`src/rtl/layer_cfg_regs.sv`:
```
// Runtime layer-configuration registers: shadow set -> validate -> derive -> swap into active set when the datapath is idle.
// Optional shadow/status readback port enabled by defining LAYER_CFG_READBACK_EN.
module layer_cfg_regs #(
  parameter int MAX_LINE_W   = 1920,
  parameter int MAX_K_R      = 7,
  parameter int MAX_TILE_W   = 64,
  parameter int MAX_CHANNELS = 16,
  parameter int DIM_W        = 16,
  parameter int DEF_IMG_W    = 28,
  parameter int DEF_IMG_H    = 28,
  parameter int DEF_K_R      = 5,
  parameter int DEF_K_S      = 5,
  parameter int DEF_CH       = 6
) (
  input  logic               clk,
  input  logic               rst,
  input  logic               cfg_wr_en,
  input  logic [2:0]         cfg_addr,
  input  logic [DIM_W-1:0]   cfg_wdata,
  input  logic               cfg_commit,
  input  logic               layer_busy,
`ifdef LAYER_CFG_READBACK_EN
  input  logic               cfg_rd_en,
  output logic [DIM_W-1:0]   cfg_rdata,
  output logic               cfg_rd_valid,
`endif
  output logic               cfg_busy,
  output logic               cfg_wr_drop,
  output logic               cfg_applied,
  output logic               cfg_err,
  output logic [2:0]         err_code,
  output logic [DIM_W-1:0]   act_img_w,
  output logic [DIM_W-1:0]   act_img_h,
  output logic [DIM_W-1:0]   act_k_r,
  output logic [DIM_W-1:0]   act_k_s,
  output logic [DIM_W-1:0]   act_ch,
  output logic [1:0]         act_stride_log2,
  output logic [DIM_W-1:0]   act_out_w,
  output logic [DIM_W-1:0]   act_out_h,
  output logic [DIM_W-1:0]   act_n_tiles,
  output logic [2*DIM_W-1:0] act_kernel_taps
);

  localparam int TILE_SHIFT = $clog2(MAX_TILE_W);
  localparam logic [DIM_W-1:0] LINE_LIM = DIM_W'(MAX_LINE_W);
  localparam logic [DIM_W-1:0] K_LIM    = DIM_W'(MAX_K_R);
  localparam logic [DIM_W-1:0] CH_LIM   = DIM_W'(MAX_CHANNELS);
  localparam logic [DIM_W-1:0] DEF_OUT_W   = DIM_W'(DEF_IMG_W - DEF_K_S + 1);
  localparam logic [DIM_W-1:0] DEF_OUT_H   = DIM_W'(DEF_IMG_H - DEF_K_R + 1);
  localparam logic [DIM_W-1:0] DEF_N_TILES =
    DIM_W'((DEF_IMG_W - DEF_K_S + 1 + MAX_TILE_W - 1) >> TILE_SHIFT);
  localparam logic [2*DIM_W-1:0] DEF_TAPS = (2*DIM_W)'(DEF_K_R * DEF_K_S);
  // Index order matches cfg_addr 0..4.
  localparam logic [5*DIM_W-1:0] DEF_PACK = {DIM_W'(DEF_CH), DIM_W'(DEF_K_S), DIM_W'(DEF_K_R),
                                             DIM_W'(DEF_IMG_H), DIM_W'(DEF_IMG_W)};

  typedef enum logic [1:0] {S_IDLE, S_CHECK, S_DERIVE, S_WAIT_IDLE} state_t;

  state_t state_reg, state_next;
  logic [DIM_W-1:0]   shadow_reg [5];
  logic [1:0]         stride_reg;
  logic [DIM_W-1:0]   act_dim_reg [5];
  logic [1:0]         act_stride_reg;
  logic [DIM_W-1:0]   der_out_w_reg, der_out_h_reg, der_n_tiles_reg;
  logic [2*DIM_W-1:0] der_taps_reg;
  logic [DIM_W-1:0]   out_w_calc, out_h_calc, n_tiles_calc;
  logic [2*DIM_W-1:0] taps_calc;
  logic [2:0]         check_code;
  logic               wr_ok, apply_now;
  logic               wr_drop_reg, applied_reg, err_reg;
  logic [2:0]         err_code_reg;

  assign cfg_busy  = (state_reg != S_IDLE);
  assign wr_ok     = cfg_wr_en && !cfg_busy;
  assign apply_now = (state_reg == S_WAIT_IDLE) && !layer_busy;

  always_ff @(posedge clk) begin
    if (rst) state_reg <= S_IDLE;
    else     state_reg <= state_next;
  end

  always_comb begin
    state_next = state_reg;
    case (state_reg)
      S_IDLE:      if (cfg_commit) state_next = S_CHECK;
      S_CHECK:     state_next = (check_code != 3'd0) ? S_IDLE : S_DERIVE;
      S_DERIVE:    state_next = S_WAIT_IDLE;
      S_WAIT_IDLE: if (!layer_busy) state_next = S_IDLE;
      default:     state_next = S_IDLE;
    endcase
  end

  // Shadow and active dimension registers share one slot layout.
  generate
    for (genvar gi = 0; gi < 5; gi++) begin : g_dim
      always_ff @(posedge clk) begin
        if (rst) begin
          shadow_reg[gi]  <= DEF_PACK[gi*DIM_W +: DIM_W];
          act_dim_reg[gi] <= DEF_PACK[gi*DIM_W +: DIM_W];
        end else begin
          if (wr_ok && cfg_addr == 3'(gi)) shadow_reg[gi] <= cfg_wdata;
          if (apply_now) act_dim_reg[gi] <= shadow_reg[gi];
        end
      end
    end
  endgenerate

  always_ff @(posedge clk) begin
    if (rst) begin
      stride_reg     <= 2'd0;
      act_stride_reg <= 2'd0;
    end else begin
      if (wr_ok && cfg_addr == 3'd5) stride_reg <= cfg_wdata[1:0];
      if (apply_now) act_stride_reg <= stride_reg;
    end
  end

  // First failing rule wins.
  always_comb begin
    check_code = 3'd0;
    if (shadow_reg[0] == '0 || shadow_reg[0] > LINE_LIM || shadow_reg[1] == '0)
      check_code = 3'd1;
    else if (shadow_reg[2] == '0 || shadow_reg[3] == '0 ||
             shadow_reg[2] > K_LIM || shadow_reg[3] > K_LIM)
      check_code = 3'd2;
    else if (shadow_reg[3] > shadow_reg[0] || shadow_reg[2] > shadow_reg[1])
      check_code = 3'd3;
    else if (shadow_reg[4] == '0 || shadow_reg[4] > CH_LIM)
      check_code = 3'd4;
    else if (stride_reg == 2'd3)
      check_code = 3'd5;
  end

  // Subtractions cannot underflow once CHECK has passed.
  assign out_w_calc   = ((shadow_reg[0] - shadow_reg[3]) >> stride_reg) + DIM_W'(1);
  assign out_h_calc   = ((shadow_reg[1] - shadow_reg[2]) >> stride_reg) + DIM_W'(1);
  assign n_tiles_calc = DIM_W'(({1'b0, out_w_calc} + (DIM_W+1)'(MAX_TILE_W - 1)) >> TILE_SHIFT);
  assign taps_calc    = {{DIM_W{1'b0}}, shadow_reg[2]} * {{DIM_W{1'b0}}, shadow_reg[3]};

  always_ff @(posedge clk) begin
    if (rst) begin
      der_out_w_reg   <= DEF_OUT_W;
      der_out_h_reg   <= DEF_OUT_H;
      der_n_tiles_reg <= DEF_N_TILES;
      der_taps_reg    <= DEF_TAPS;
      act_out_w       <= DEF_OUT_W;
      act_out_h       <= DEF_OUT_H;
      act_n_tiles     <= DEF_N_TILES;
      act_kernel_taps <= DEF_TAPS;
    end else begin
      if (state_reg == S_DERIVE) begin
        der_out_w_reg   <= out_w_calc;
        der_out_h_reg   <= out_h_calc;
        der_n_tiles_reg <= n_tiles_calc;
        der_taps_reg    <= taps_calc;
      end
      if (apply_now) begin
        act_out_w       <= der_out_w_reg;
        act_out_h       <= der_out_h_reg;
        act_n_tiles     <= der_n_tiles_reg;
        act_kernel_taps <= der_taps_reg;
      end
    end
  end

  always_ff @(posedge clk) begin
    if (rst) begin
      wr_drop_reg  <= 1'b0;
      applied_reg  <= 1'b0;
      err_reg      <= 1'b0;
      err_code_reg <= 3'd0;
    end else begin
      wr_drop_reg <= cfg_busy && (cfg_wr_en || cfg_commit);
      applied_reg <= apply_now;
      err_reg     <= (state_reg == S_CHECK) && (check_code != 3'd0);
      if (state_reg == S_IDLE && cfg_commit)
        err_code_reg <= 3'd0;
      else if (state_reg == S_CHECK && check_code != 3'd0)
        err_code_reg <= check_code;
    end
  end

`ifdef LAYER_CFG_READBACK_EN
  always_ff @(posedge clk) begin
    if (rst) begin
      cfg_rd_valid <= 1'b0;
      cfg_rdata    <= '0;
    end else begin
      cfg_rd_valid <= cfg_rd_en;
      if (cfg_rd_en) begin
        case (cfg_addr)
          3'd0, 3'd1, 3'd2, 3'd3, 3'd4: cfg_rdata <= shadow_reg[cfg_addr];
          3'd5:    cfg_rdata <= DIM_W'(stride_reg);
          3'd7:    cfg_rdata <= DIM_W'({cfg_busy, err_code_reg});
          default: cfg_rdata <= '0;
        endcase
      end
    end
  end
`endif

  assign cfg_wr_drop     = wr_drop_reg;
  assign cfg_applied     = applied_reg;
  assign cfg_err         = err_reg;
  assign err_code        = err_code_reg;
  assign act_img_w       = act_dim_reg[0];
  assign act_img_h       = act_dim_reg[1];
  assign act_k_r         = act_dim_reg[2];
  assign act_k_s         = act_dim_reg[3];
  assign act_ch          = act_dim_reg[4];
  assign act_stride_log2 = act_stride_reg;

endmodule

```
`config.mk`:
```
export PLATFORM = sky130hd
export DESIGN_NAME = layer_cfg_regs
export DESIGN_NICKNAME = d
export VERILOG_FILES = /design/src/rtl/layer_cfg_regs.sv
export SDC_FILE = /design/constraint.sdc
export NUM_CORES = 1
export LEC_CHECK = 0
export BUFFER_PORTS_ARGS = -buffer_cell sky130_fd_sc_hd__buf_2
export CAP_MARGIN = 40
export CORE_MARGIN = 10
export CORE_UTILIZATION = 40
export DETAILED_ROUTE_END_ITERATION = 16
export PLACE_DENSITY = 0.65
export SLEW_MARGIN = 0
export SYNTH_ARGS = -nofsm -noshare
export SYNTH_HDL_FRONTEND = slang
export SYNTH_SLANG_ARGS = --single-unit
```
`constraint.sdc`:
```
create_clock -name clk -period 8.6 [get_ports clk]
set_clock_uncertainty 0.1 [all_clocks]
set_input_delay 1.72 -clock clk [delete_from_list [all_inputs] [get_ports clk]]
set_output_delay 1.72 -clock clk [all_outputs]
set_load 0.02 [all_outputs]
```
# == After elaboration in Yosys (flattened, before gate mapping) ==
# Memories as Yosys holds them, arrays and structs flattened.
# Cells that the tools add are included.
# word_totals
output_inout_bits,169
memories,2
mem_bits_rw,160
ff_bits,162
# memory_table
memory,words,word_bits,read_ports,rd_clocked_by_memory_dff,write_ports,line,source
act_dim_reg,5,16,5,0,5,62,logic [DIM_W-1:0] act_dim_reg [5];
shadow_reg,5,16,5,0,5,60,logic [DIM_W-1:0] shadow_reg [5];
# op_classes
n_mux,39
addsub,5
magnitude_cmp,6
mul,1
shifts,2
n_eq_ne,11
bitwise_logic,10
reduce_logical,32
# op_table
op,n
$mux W16,10
$logic_not A16 Y1,5
$add A16 B1 Y16 const B,2
$gt A16 B16 Y1,2
$gt A16 B3 Y1 const B,2
$mul A16 B16 Y32,1
$shr A16 B2 Y16,2
$sub A16 B16 Y16,2
$mux W1,20
$add A16 B6 Y17 const B,1
$gt A16 B11 Y1 const B,1
$gt A16 B5 Y1 const B,1
$mux W3,5
$logic_and A1 B1 Y1,11
$or A1 B1 Y1,10
$logic_or A1 B1 Y1,8
$pmux W2 S4,1
$eq A2 B2 Y1 const B,3
$eq A3 B2 Y1 const B,2
$eq A3 B3 Y1 const B,2
$mux W2,3
$ne A2 B2 Y1 const B,2
$eq A3 B1 Y1 const B,1
$logic_not A3 Y1,1
other kinds (7),8

# == Logic depth before layout (Yosys ltp) ==
# Gate-level depths: netlist (run 1).
# An unclocked memory read counts as a cell.
# depth
word_depth,10
depth_mapped,26
mapped_depth_nobuf,24

# == Worst setup path before layout (run 1) ==
# Ideal clock, no wire load.
# synth_path
kind,reg2reg
startpoint,memory shadow_reg[2][3]
endpoint,register der_taps_reg[29]
setup_ps,117
synth_period_minus_slack_ps,6584
path_slack_ps,2016
stages_incl_launch_ff,27
t_required_ps,8383
arrival_ps,6367
path_buffers,2
cell_sequence,edfxtp_1 > clkbuf_1 > inv_1 > clkbuf_1 > nor2_1 > fa_1 > inv_1 > fa_1 > inv_1 > fa_1 > fa_1 > fa_1 > inv_1 > fa_1 > inv_1 > ha_1 > nand2_1 > o21ai_0 > a21oi_1 > a21o_1 > a311o_1 > o31ai_1 > a41oi_1 > a21oi_1 > a31oi_1 > xnor2_1 > a22o_1
# synth_lines
element,line,source
from (decl),60,
to (signal assigned),155,der_taps_reg <= taps_calc;
to (decl),65,logic [2*DIM_W-1:0] der_taps_reg;

==> results_dict.tcl, run 1 <==
set metrics [dict create \
    end_kind "flop" \
    numCtsBuffers 36 \
    status "finished clean" \
    netlist_area_sq_um 23500 \
    worstReg2RegStart "shadow_reg[2][6]" \
    synth_edf_count 160 \
    min_period_ps 7440 \
    area_growth_pct 12.1 \
    clock_sinks 322 \
    finalInstanceArea_sq_um 26300 \
    clockBufferDepth 3 \
    worst_slack_ps 1160 \
    drive_above_1_share_pct 12.3 \
    crit_end "der_taps_reg[30]" \
    dp_slack_ps 1280 \
    worstSetupPathType "flop to flop" \
    grt_usage_pct 21.6 \
    die_h_um 262 \
    ant_nets 0 \
    dpl_cell_area_sq_um 25200 \
    required_ps 8990 \
    grt_pass1_vias 18558 \
    cts_tree "done" \
    ys_seq_area_share_pct 34.2 \
    multiInputGateArea_sq_um 13900 \
    rsz0062_at_grt "false" \
    hold_viol_final 0 \
    crit_path_top_delay_cell "edfxtp_1" \
    drt_iter0_markers 1419 \
    peakVddDrop_mv 0.204 \
    seqCellArea_sq_um 8050 \
    r2r_cells 24 \
    first_pass_iters 5 \
    finalWirelength_um 76600 \
    std_cell_rows 88 \
    ctsResizeCount 0 \
    antenna_found_initial 0 \
    nets 2947 \
    die_w_um 262 \
    async_flop_share_pct 0 \
    relSlewSlack_pct 41.4 \
    core_sq_um 57900 \
    max-cap-violations 0 \
    grt_overflow 0 \
    nFillCells 5719 \
    die-area_sq_um 68900 \
    initial_core_util_pct 40.6 \
    ys_types 88 \
    slowest_delay_ps 700 \
    worstHoldPathType "flop to flop" \
    cp_data_arrival_time_ps 7830 \
    grt_max_degree 89 \
    routed_via_density 5.51 \
    synth_seq_cells 322 \
    ioPinCount 193 \
    r2r_end "der_taps_reg[30]" \
    finalMaxSlewViolations 0 \
    port_buffers 187 \
    power_density_nw_per_um2 213 \
    syn_avg_cell_area_sq_um 9.55 \
    clkTransAtPathRegs_ps 70 \
    synth_ff_type "dfxtp_1" \
    yosysWarnings 0 \
    crit_start "shadow_reg[2][6]" \
    insertion_delay_ps 570 \
    vias 18614 \
    crit_path_cell_trace "clkinv_1, nor2_1, fa_1, inv_1, fa_1, fa_1, fa_1, inv_1, fa_1, inv_1, fa_1, inv_1, ha_1, a21oi_1, nor2b_1, a41oi_1, o31ai_1, o21ai_0, o21ai_0, nand3_1, a31oi_1, a31oi_1, or4_1, nand3_1" \
    worst_slew_pin_slew_ps 880 \
    post-cts-setup-buffers 0 \
    clock.fmax_mhz 134 \
    tns_ps 0 \
    total_power_w 0.00561 \
    routabilityCongestion 0.996 \
    crit_top_cell "fa_1" \
    post-route-period-util_pct 86.5 \
    cts-htree-levels 2 \
    hpwl_um 59700 \
    leakage_nw 11.3 \
    finalSetupViolations 0 \
    clock-root-buffer "clkbuf_16" \
    syn_inst 2462 \
    regToRegSetupSlack_ps 1160 \
    cts_hold_buf 0 \
    drc 0 \
    critical_path.max_fanout 12 \
    n_antenna_cell 0 \
    wl_per_cell_um 22.7 \
    grt_pass1_wl_um 116000 \
    start_kind "flop" \
]
routing by layer:
| metal | share of wire [%] | global-route usage (%) | wire [um] |
|---|---|---|---|
| met1 | 45 | 29.9 | 34500 |
| met2 | 43 | 32.6 | 33300 |
| met3 | 8.7 | 5.35 | 6640 |
| met4 | 2.9 | 6.56 | 2240 |
| met5 | 0 | 0 | 0 |
power by group:
part	switching (W)	internal [W]
logic	0.00144	0.000934
clock network	0.000657	0.000900
registers	0.0000416	0.00164
total	0.00214	0.00347
worst min path at each step:
| stage | startpoint | endpoint | slack, ps | depth (start not counted) |
|---|---|---|---|---|
| detailed placement | der_taps_reg[21] | der_taps_reg[21] | 340 | 2 |
| global route | der_n_tiles_reg[5] | der_n_tiles_reg[5] | 370 | 2 |
| CTS | der_taps_reg[21] | der_taps_reg[21] | 350 | 2 |
| global placement | act_stride_log2[1] | act_stride_log2[1] | 340 | 2 |
| finish | der_taps_reg[21] | der_taps_reg[21] | 350 | 2 |
| floorplan | der_out_h_reg[11] | der_out_h_reg[11] | 320 | 2 |
synth_stat cells (8+ instances only):
cell	n	area, sq um
a21oi_1	98	490
o31ai_1	10	75.1
or2_2	8	50.1
xnor2_1	53	464
a211oi_1	32	240
o21ai_0	44	220
and2_1	137	857
nand2b_1	30	188
nor4_1	29	181
ha_1	138	1730
and3_1	16	100
mux2i_1	15	150
a31oi_1	12	75.1
nor2_1	232	871
or3_1	21	131
fa_1	196	3920
buf_1	8	30.0
or4_1	8	60.1
o22a_1	9	78.8
o21a_1	14	105
a22o_1	69	604
nor3_1	32	160
dfxtp_1	162	3240
nand4_1	18	113
o211ai_1	16	120
o21bai_1	11	82.6
xor2_1	19	166
nand2_1	264	991
clkinv_1	8	30.0
nor2b_1	11	68.8
clkbuf_1	112	420
inv_1	269	1010
a211o_1	12	105
edfxtp_1	160	4800
nand3_1	34	170
a21o_1	31	233
logic make-up after synthesis:
logic type               after synthesis  share of synthesized area (%)
adder cells (fa/ha/maj)              334                           24.0
other                                  1                         0.0160
XOR/XNOR                              72                           2.68
AO/OA/AOI/OAI                        434                           13.5
AND/OR/NAND/NOR                      862                           17.7
multiplexers                          22                           1.12
flip-flops                           322                           34.2
buffers and inverters                415                           6.78
metrics by stage:
step           utilization (%)  cells  hold WS [ps]
2_1_floorplan                -   2466           316
3_3_place_gp              43.4   3313           339
3_5_place_dp              43.4   3316           344
4_1_cts                   45.5   3381           352
5_1_grt                   45.5   3381           370
6_report                  45.5   3381           351
area by class of cell:
type	count	share of cell area (%)
clock buffer	50	3.85
multi-input combinational	1729	52.8
tap	765	3.63
inverter	282	4.03
sequential	322	30.5
timing repair buffer	218	4.51
clock inverter	15	0.665
layout by cell type (no fill, tap or decap), drive strengths merged, types with 17 or more instances in the layout:
| cell type | n |
|---|---|
| nand2 | 264 |
| xnor2 | 53 |
| a211oi | 36 |
| clkbuf | 50 |
| inv | 279 |
| or3 | 21 |
| fa | 196 |
| edfxtp | 160 |
| nor2 | 232 |
| nand3 | 34 |
| o21ai | 48 |
| dfxtp | 162 |
| buf | 218 |
| a21oi | 99 |
| nand2b | 30 |
| nor3 | 32 |
| ha | 138 |
| a22o | 69 |
| nand4 | 18 |
| and3 | 17 |
| and2 | 137 |
| nor4 | 33 |
| a21o | 31 |
| xor2 | 19 |
critical path: cells and delay by family, from the launching register on:
family | cells | cell delay, ps
AO/OA/AOI/OAI | 7 | 1500
adder cells (fa/ha/maj) | 7 | 3240
flip-flops | 1 | 700
buffers and inverters | 5 | 710
AND/OR/NAND/NOR | 5 | 1090
Power figures use the tool's default switching activity.
==> run 2: changes to the inputs <==
--- a/config.mk
+++ b/config.mk
@@ -7,10 +7,9 @@
 export LEC_CHECK = 0
 export BUFFER_PORTS_ARGS = -buffer_cell sky130_fd_sc_hd__buf_2
 export CAP_MARGIN = 40
-export CORE_MARGIN = 10
 export CORE_UTILIZATION = 40
 export DETAILED_ROUTE_END_ITERATION = 16
-export PLACE_DENSITY = 0.65
+export PLACE_DENSITY = 0.64
 export SLEW_MARGIN = 0
 export SYNTH_ARGS = -nofsm -noshare
 export SYNTH_HDL_FRONTEND = slang
==> results_dict.tcl, run 2 (same netlist as run 1, synthesis figures left out) <==
set metrics [dict create \
    switching_share_pct 38.1 \
    use_met1_pct 36.2 \
    routed_via_density 5.48 \
    grt-busiest-layer "met1" \
    max-cap-violations 0 \
    drive_above_1_share_pct 12.3 \
    worstReg2RegStart "shadow_reg[2][6]" \
    seqPwrFrac_pct 29.3 \
    area_growth_pct 12.4 \
    n_antenna_cell 0 \
    routabilityCongestion 0.932 \
    numCtsBuffers 37 \
    start_kind "flop" \
    die_h_um 244 \
    crit_start "shadow_reg[2][6]" \
    nets 2943 \
    grt_usage_pct 24.6 \
    insertion_delay_ps 580 \
    final_cell_mix "inv_1, nand2_1, nor2_1" \
    final_common_cell "inv_1" \
    post-route-period-util_pct 87.3 \
    cts_hold_buf 0 \
    clock-root-buffer "clkbuf_16" \
    grt_pass1_vias 18388 \
    finalWirelength_um 73800 \
    clock_sinks 322 \
    status "finished clean" \
    core_sq_um 57900 \
    ioPinCount 193 \
    worst_slew_pin_slew_ps 959 \
    hpwl_um 57200 \
    grt_max_degree 80 \
    min_period_ps 7510 \
    post-cts-setup-buffers 0 \
    first_pass_iters 5 \
    worstHoldPathType "flop to flop" \
    stdcell_count 3379 \
    leakage_nw 11.4 \
    cts_tree "done" \
    die_w_um 244 \
    peakVddDrop_mv 0.205 \
    cts-htree-levels 2 \
    power.share.clock_pct 29.3 \
    clockBufferDepth 3 \
    die-area_sq_um 59700 \
    cp_data_arrival_time_ps 7900 \
    clock.fmax_mhz 133 \
    initial_core_util_pct 40.6 \
    antenna_found_initial 0 \
    clkTransAtPathRegs_ps 60 \
    grt_overflow 0 \
    drt_iter0_markers 1726 \
    dp.cells 3311 \
    finalSetupViolations 0 \
    finalMaxSlewViolations 0 \
    rsz0062_at_grt "false" \
    switching_power_w 0.00218 \
    worstSetupPathType "flop to flop" \
    vias 18523 \
    wl_per_cell_um 21.8 \
    power_density_nw_per_um2 217 \
    port_buffers 187 \
    hold_viol_final 0 \
    grt_use_met2_pct 36.2 \
    power.internal_w 0.00355 \
    grt_util_met3_pct 4.44 \
    tns_ps 0 \
    std_cell_rows 88 \
    critical_path.max_fanout 12 \
    required_ps 9000 \
    ant_nets 0 \
    ctsResizeCount 0 \
    grt_pass1_wl_um 113000 \
    min-delay-start "der_taps_reg[19]" \
    drc 0 \
    relSlewSlack_pct 35.8 \
    comb_power_share_pct 41.4 \
    total_power_w 0.00574 \
    end_kind "flop" \
]
-- run 2: cell count changes in the layout (fill, tap and decap cells not counted), sizes merged --
cell,previous run,this run
inv,279,277
bufinv,2,5
clkinvlp,0,4
clkinv,16,18
buf,218,213
clkbuf,50,46
-- run 2: layer usage --
metal  routed length, um  part of all wire (%)
met5                   0                     0
met4                2540                   3.4
met3                5060                   6.9
met2               31100                    42
met1               35000                    48
-- run 2: cell type report --
class                      count  area, sq um
fill                        5614        31500
multi-input combinational   1729        13900
sequential                   322         8050
timing repair buffer         213         1150
inverter                     282         1060
clock buffer                  46          990
tap                          765          957
clock inverter                22          305
-- run 2: worst max-delay path, cell delays in order (launching register included) --
cell      delay, ps
edfxtp_1        650
clkinv_1        510
nor2_1          280
fa_1            440
inv_1            90
fa_1            410
fa_1            490
fa_1            500
inv_1            60
fa_1            530
inv_1            50
fa_1            530
inv_1            40
ha_1            370
nand3_1         110
o31ai_1         440
o21ai_0         210
o21ai_0         560
nand3_1         190
a31oi_1         270
a31oi_1         130
or4_1           400
nand3_1          70
-- run 2: stage by stage --
| stage | util (%) | area, sq um | hold slack (ps) | setup slack (ps) |
|---|---|---|---|---|
| after floorplan | - | 23500 | 316 | 2020 |
| after global placement | 43.3 | 25100 | 339 | 1340 |
| after detailed placement | 43.4 | 25100 | 347 | 1150 |
| after CTS | 45.6 | 26400 | 355 | 1110 |
| after global routing | 45.6 | 26400 | 376 | 623 |
| final | 45.6 | 26400 | 349 | 1090 |
-- run 2: path summary, 6_finish.rpt --
kind	end	slack, ps	depth (start not counted)
max	der_taps_reg[30]	1090	22
max reg2reg	der_taps_reg[30]	1090	22
min	der_taps_reg[19]	350	2
min reg2reg	der_taps_reg[19]	350	2
-- run 2: power by group through the flow --
stage	registers (W)	logic [W]	clock network, W
after floorplan	0.00170	0.00173	0
after global placement	0.00171	0.00231	0
after detailed placement	0.00171	0.00235	0
after CTS	0.00168	0.00237	0.00172
after global routing	0.00168	0.00265	0.00177
final	0.00168	0.00237	0.00168
